File: src/rtl/tile_feeder.sv
// Operand feeder for the 8x8 systolic tile: accepts one K-step per beat, skews lane i
// by i extra advances, then flushes zeros so the far-corner PE finishes before DONE.
module tile_feeder #(
  parameter int LANES = 8,
  parameter int DW    = 8,
  parameter int KMAX  = 8,
  parameter int KW    = 4
) (
  input  logic                CLK,
  input  logic                RST,
  input  logic                START,
  input  logic [KW-1:0]       K_LEN,
  input  logic                IN_VALID,
  output logic                IN_READY,
  input  logic [LANES*DW-1:0] A_IN,
  input  logic [LANES*DW-1:0] B_IN,
  output logic [LANES*DW-1:0] ROW_X,
  output logic [LANES*DW-1:0] COL_X,
  output logic                TILE_EN,
  output logic                TILE_CLR,
  output logic                BUSY,
  output logic                DONE
);

  typedef enum logic [2:0] {S_IDLE, S_LOAD, S_FLUSH, S_DRAIN, S_DONE} state_t;

  localparam int              FLUSH_N    = 2 * (LANES - 1);
  localparam int              FW         = $clog2(FLUSH_N + 1);
  localparam logic [KW-1:0]   KMAX_C     = KW'(KMAX);
  localparam logic [FW-1:0]   FLUSH_LAST = FW'(FLUSH_N - 1);

  state_t        state_q, state_d;
  logic [KW-1:0] k_len_q, k_len_d;
  logic [KW-1:0] beat_cnt_q, beat_cnt_d;
  logic [FW-1:0] flush_cnt_q, flush_cnt_d;
  logic          tile_en_q, tile_en_d;
  logic          tile_clr_q, tile_clr_d;
  logic          advance_s;
  logic          flushing_s;

  assign flushing_s = (state_q == S_FLUSH);
  assign advance_s  = ((state_q == S_LOAD) && IN_VALID) || flushing_s;

  always_comb begin
    state_d     = state_q;
    k_len_d     = k_len_q;
    beat_cnt_d  = beat_cnt_q;
    flush_cnt_d = flush_cnt_q;
    tile_en_d   = advance_s;
    tile_clr_d  = 1'b0;
    case (state_q)
      S_IDLE: begin
        if (START) begin
          if (K_LEN == '0) begin
            state_d = S_DONE;
          end else begin
            state_d    = S_LOAD;
            k_len_d    = (K_LEN > KMAX_C) ? KMAX_C : K_LEN;
            beat_cnt_d = '0;
            tile_clr_d = 1'b1;
          end
        end
      end
      S_LOAD: begin
        if (IN_VALID) begin
          beat_cnt_d = beat_cnt_q + KW'(1);
          if (beat_cnt_q + KW'(1) == k_len_q) begin
            state_d     = S_FLUSH;
            flush_cnt_d = '0;
          end
        end
      end
      S_FLUSH: begin
        flush_cnt_d = flush_cnt_q + FW'(1);
        if (flush_cnt_q == FLUSH_LAST) begin
          state_d = S_DRAIN;
        end
      end
      S_DRAIN: state_d = S_DONE;
      S_DONE:  state_d = S_IDLE;
      default: state_d = S_IDLE;
    endcase
  end

  always_ff @(posedge CLK or negedge RST) begin
    if (!RST) begin
      state_q     <= S_IDLE;
      k_len_q     <= '0;
      beat_cnt_q  <= '0;
      flush_cnt_q <= '0;
      tile_en_q   <= 1'b0;
      tile_clr_q  <= 1'b0;
    end else begin
      state_q     <= state_d;
      k_len_q     <= k_len_d;
      beat_cnt_q  <= beat_cnt_d;
      flush_cnt_q <= flush_cnt_d;
      tile_en_q   <= tile_en_d;
      tile_clr_q  <= tile_clr_d;
    end
  end

  assign IN_READY = (state_q == S_LOAD);
  assign BUSY     = (state_q != S_IDLE);
  assign DONE     = (state_q == S_DONE);
  assign TILE_EN  = tile_en_q;
  assign TILE_CLR = tile_clr_q;

  // Lane i owns a chain of i+1 stages; FLUSH injects zeros at stage 0.
  for (genvar i = 0; i < LANES; i++) begin : g_lane
    logic [i:0][DW-1:0] row_q, row_d;
    logic [i:0][DW-1:0] col_q, col_d;

    always_comb begin
      row_d = row_q;
      col_d = col_q;
      if (advance_s) begin
        row_d[0] = flushing_s ? '0 : A_IN[DW*i +: DW];
        col_d[0] = flushing_s ? '0 : B_IN[DW*i +: DW];
        for (int s = 1; s <= i; s++) begin
          row_d[s] = row_q[s-1];
          col_d[s] = col_q[s-1];
        end
      end else begin
        row_d = row_q;
        col_d = col_q;
      end
    end

    always_ff @(posedge CLK or negedge RST) begin
      if (!RST) begin
        row_q <= '0;
        col_q <= '0;
      end else begin
        row_q <= row_d;
        col_q <= col_d;
      end
    end

    assign ROW_X[DW*i +: DW] = row_q[i];
    assign COL_X[DW*i +: DW] = col_q[i];
  end

endmodule

File: config.mk
export PLATFORM = sky130hd
export DESIGN_NAME = tile_feeder
export DESIGN_NICKNAME = d
export VERILOG_FILES = /design/src/rtl/tile_feeder.sv
export SDC_FILE = /design/constraint.sdc
export NUM_CORES = 1
export LEC_CHECK = 0
export ABC_AREA = 1
export BUFFER_PORTS_ARGS = -buffer_cell sky130_fd_sc_hd__buf_2
export CORE_ASPECT_RATIO = 1.4
export CORE_MARGIN = 5
export CORE_UTILIZATION = 45
export CTS_CLUSTER_SIZE = 25
export DETAILED_ROUTE_END_ITERATION = 12
export SKIP_CTS_REPAIR_TIMING = 1
export SLEW_MARGIN = 10
export SYNTH_ARGS = -nofsm -noshare
export SYNTH_HDL_FRONTEND = slang
export SYNTH_SLANG_ARGS = --single-unit
File: constraint.sdc
create_clock -name CLK -period 2.3 [get_ports CLK]
set_input_delay 0.345 -clock CLK [delete_from_list [all_inputs] [get_ports CLK]]
set_output_delay 0.345 -clock CLK [all_outputs]
set_load 0.02 [all_outputs]
### Yosys cells after proc, flatten, opt, wreduce, memory -nomap -nowiden

Index checks and enable logic that the tools add are counted.

* add/sub/neg operators: 2
* $lt $le $gt $ge: 1
* equal/unequal tests: 11
* multiplexer cells: 33
* bitwise logic cells: 1
* reductions and logical operators: 11

Operator list (count)
* $mux 8: 16
* $mux 4: 6
* $pmux 4 s2: 2
* $mux 3: 5
* $pmux 3 s4: 1
* $add 4x1->4 const B: 2
* $reduce_and 4->1: 2
* $eq 3x2->1 const B: 2
* $ne 2x2->1 const B: 3
* $reduce_and 3->1: 2
* $eq 4x4->1: 1
* $eq 4x4->1 const B: 1
* $gt 4x4->1 const B: 1
* $logic_not 4->1: 1
* $ne 2x1->1 const B: 2
* $reduce_bool 2->1: 2
* $eq 3x1->1 const B: 1
* $eq 3x3->1 const B: 1
* $logic_not 3->1: 1
* $mux 1: 3
* $reduce_bool 3->1: 1
* $logic_and 1x1->1: 1
* $logic_or 1x1->1: 1
* $not 1->1: 1

* bits in registers: 593
* bits of input ports: 136
* output and inout port bits: 133
* word-level logic and storage cells: 137

### Longest topological paths before layout

* word-level depth: 5
* gate-level depth with buffers: 11
* gate-level depth less buffers: 11

### Worst setup path before layout

OpenSTA, ideal clock, no wires.

* kind: register -> register
* start: register state_q[2]
* end: register g_lane[1].col_q, in the netlist COL_X[10]
* setup time: 0.125 ns
* arrival: 1.481 ns
* required time: 2.175 ns
* slack: 0.694 ns
* stages on the path, launching flop included: 9
* buffers on the path: 2
* clock period less this slack: 1.606 ns
* cells stage by stage: dfrtp_1 > nor2_2 > inv_2 > nor2_4 > nand2_2 > nand2_4 > buf_6 > buf_6 > mux2_2

* cells in the longest elaborated chain, start to end: 3
* elaborated cells on any way between the ends: 4
* those cells by class: eq/ne (2); reduce/logical (2)

RTL lines
* start, declared: RTL line 32 `state_t state_q, state_d;`
* start signal, assigned: RTL line 94 `state_q <= state_d;`
* $eq 3x1->1: RTL line 42 `assign advance_s = ((state_q == S_LOAD) && IN_VALID) || flushing_s;`
* $logic_and 1x1->1: RTL line 42
* $logic_or 1x1->1 (*): RTL line 42
* end signal, assigned: RTL line 136 `col_q <= col_d;`
* end, declared: RTL line 112 `logic [i:0][DW-1:0] col_q, col_d;`

Every way passes the cells marked *; elsewhere a longest branch is shown, timed or not.
A chain may end at the register's enable or synchronous reset.

### Final worst setup path

* start: register state_q[2]
* end: output port IN_READY

* cells in the longest elaborated chain, start to end: 1

RTL lines
* $eq 3x1->1: RTL line 103 `assign IN_READY = (state_q == S_LOAD);`
* end, declared: RTL line 14 `output logic IN_READY,`

Every way passes these cells.

==> summary.md <==
| Metric | Value |
|---|---|
| Status | finished, violations left |
| Failing checks | hold timing |
| I/O pin cnt | 269 |
| DP Area | 25,200 sq um |
| CTS tree | yes |
| Fmax | 461 MHz |
| Die Area | 57,700 sq um |
| Post-Syn Area per Cell | 13.6 sq um |
| Hold slack | -0.0130 ns |
| Largest net degree at the start of global routing | 131 |
| First-pass GRT wire length | 76,000 um |
| Max-slew violation count | 0 |
| Latest clock arrival within the worst-skew pair | 0.60 ns |
| Final setup margin | 0.130 ns |
| Synth-to-Final Area Change | 18.4% |
| Post-synthesis sequential area ratio | 62.3% |
| Cell Rows | 99 |
| #FFs+latches synth | 593 |
| Fin nets | 2,153 |
| Die Wd | 204 um |
| R2R setup slack | 0.27 ns |
| Tmin final | 2.17 ns |
| Syn Nets | 1,884 |
| # setup viols final | 0 |
| Fillers | 4,480 |
| Root Driver | clkbuf_16 |
| Die Span Y | 282 um |
| Synth unique cells | 28 |
| Max clock buf depth | 3 |
| Hold Path Class | primary input to register |
| WP data arrival | 1.82 ns |
| CTS clk-pin slew, worst paths | 0.06 ns |
| Slowest stage delay, CP | 0.41 ns |
| Port Buffers | 268 |
| Drt pass-1 iters | 5 |
| Routed WL per cell | 16.8 um |
| CP max stage cell | dfrtp_1 |
| HPWL after DPL | 29,300 um |
| Drt total wl | 46,500 um |
| Remaining Overflow, GRT | 0 |
| CP endpoint kind | primary output |
| Core area | 52,300 sq um |
| Total power | 0.0404 W |
| Largest vdd supply drop | 0.000894 V |
| Final GP Congestion | 0.751 |
| RSZ-0062 raised after global routing | false |
| Setup CP Type | register to primary output |
| Synthesized instance count | 1,745 |
| CTS buffer count | 57 |
| Post-Syn Area | 23,800 sq um |
| WP data required | 1.96 ns |
| Initial antenna violation count | 8 |
| Post-route DRC | 0 |
| H-tree depth | 2 |
| Worst-path cell chain | nor2_2 > inv_2 > nor2_4 > buf_8 > buf_2 |
| Setup TNS Final | 0 ns |
| Starting Density | 45.6% |
| Synth warn | 0 |
| Max-Cap Viols | 0 |
| Tcrit/Tclk final | 94.3% |
| Final Hold Viols | 5 |
| Worst Max-Slew Pin Slew | 0.681 ns |
| Power density over the cells | 1430 nW/um^2 |
| Rel. slew slack | 54.6% |
| Vias post-DR | 13.7k |
| Final core utilization | 53.9% |
| GRT Total Usage | 16.0% |
| Vias per cell | 4.94 |
| Setup crit start kind | register |
| Crit-path max FO | 31 |
| Vias in the first global route | 14.3k |
| Clock sinks | 593 |
| Layout cell share with drive strength beyond 1 | 42.6% |
| Post-route cell area | 28,200 sq um |
| Pre-CTS setup slack | 0.313 ns |
| Post-route ant nets | 0 |
| Setup Skew | 0.0163 ns |
| Pleak | 13.9 nW |
| Starting DRT DRC Count | 424 |
## logic make-up (layout without fill, tap and decap cells)
group           Yosys count  count (layout)  synth area share, %
mux                     447             447                 21.1
fa+ha+maj                 3               3                0.158
buf+inv                 238             554                 7.40
simple gates            448             448                 8.60
other cells               0               6                    0
xor+xnor                  3               3                0.110
flops                   593             593                 62.3
compound gates           13              13                0.299
## power breakdown
group / internal, W / total (W) / switching [W]
clock: 0.00546 / 0.00951 / 0.00405
combinational: 0.00711 / 0.0137 / 0.00661
sequential: 0.0150 / 0.0172 / 0.00217
total: 0.0276 / 0.0404 / 0.0128
## cells in the final DEF (no fill, tap or decap), drive strengths merged, types with 2 or more instances in the layout
cell,count
o22ai,3
nand4,2
clkbuf,71
dlygate4sd3,106
o21ai,6
dfrtp,593
nor2,11
ha,3
or2,3
diode,6
nand3,264
inv,21
mux2,447
xor2,2
bufinv,5
buf,323
a21oi,3
nand2,166
clkinv,22
clkinvlp,6
## Yosys cell counts
master    number  share of area (%)
a21oi_1        3              0.063
buf_1          5              0.079
buf_2         22               0.46
buf_4        112                3.5
buf_6         56                2.6
clkbuf_1      24               0.38
dfrtp_1      593                 62
ha_1           3               0.16
inv_1         18               0.28
inv_2          1              0.016
mux2_1         2              0.095
mux2_2       445                 21
nand2_1      164                2.6
nand2_2        1              0.026
nand2_4        1              0.047
nand3_1      264                5.5
nand3b_1       1              0.032
nand4_1        2              0.053
nor2_1         9               0.14
nor2_2         1              0.026
nor2_4         1              0.047
nor3_1         1              0.021
o21a_1         1              0.032
o21ai_0        6               0.13
o22ai_1        3              0.079
or2_2          3              0.079
xnor2_1        1              0.037
xor2_1         2              0.074
## per-stage QoR
stage	cells	hold slack (ns)
CTS	2662	-0.366
global placement	2556	0.293
floorplan	1745	0.0494
detailed placement	2556	0.292
finish	2774	-0.0130
global route	2770	0.000217
## final timing paths
kind	endpoint	cells after the start	startpoint
hold / removal	g_lane[1].col_q[4]	3	B_IN[12]
setup / recovery	IN_READY	5	state_q[2]
hold reg to reg	g_lane[4].row_q[7]	2	g_lane[4].row_q[7]
max in group asynchronous	g_lane[1].row_q[2]	4	RST
min in group asynchronous	COL_X[48]	2	RST
setup reg to reg	g_lane[5].col_q[27]	7	state_q[2]
## worst max-delay path: cells and delay by family (launching register included)
family | cells | cell delay [ns]
buffers and inverters | 3 | 0.51
flip-flops | 1 | 0.41
AND/OR/NAND/NOR | 2 | 0.29
## sequential cells by signal (all words and copies together), names as in the netlist
register      count
k_len_q           4
state_q           3
TILE_CLR          1
g_lane.col_q    232
COL_X            56
TILE_EN           1
ROW_X            56
g_lane.row_q    232
flush_cnt_q       4
beat_cnt_q        4
## final cells by class
| class | instances | area (sq um) | share of cell area, % |
|---|---|---|---|
| flip-flops and latches | 593 | 14800 | 52.6 |
| multi-input cells | 914 | 7240 | 25.7 |
| repair buffers | 429 | 3220 | 11.4 |
| clock buffers | 71 | 1580 | 5.60 |
| well taps | 707 | 885 | 3.14 |
| clock inverters | 35 | 349 | 1.24 |
| inverters | 19 | 71.3 | 0.253 |
| diodes | 6 | 15.0 | 0.0532 |
## per-layer routing
layer,global-route usage [%],vias to the layer above,wire (um)
met2,26.5,261,22800
li1,-,6426,-
met3,4.42,89,2550
met4,5.29,4,1450
met5,0,-,27
met1,20.5,6931,19700
Note: power is estimated with default switching activity, not from simulation.
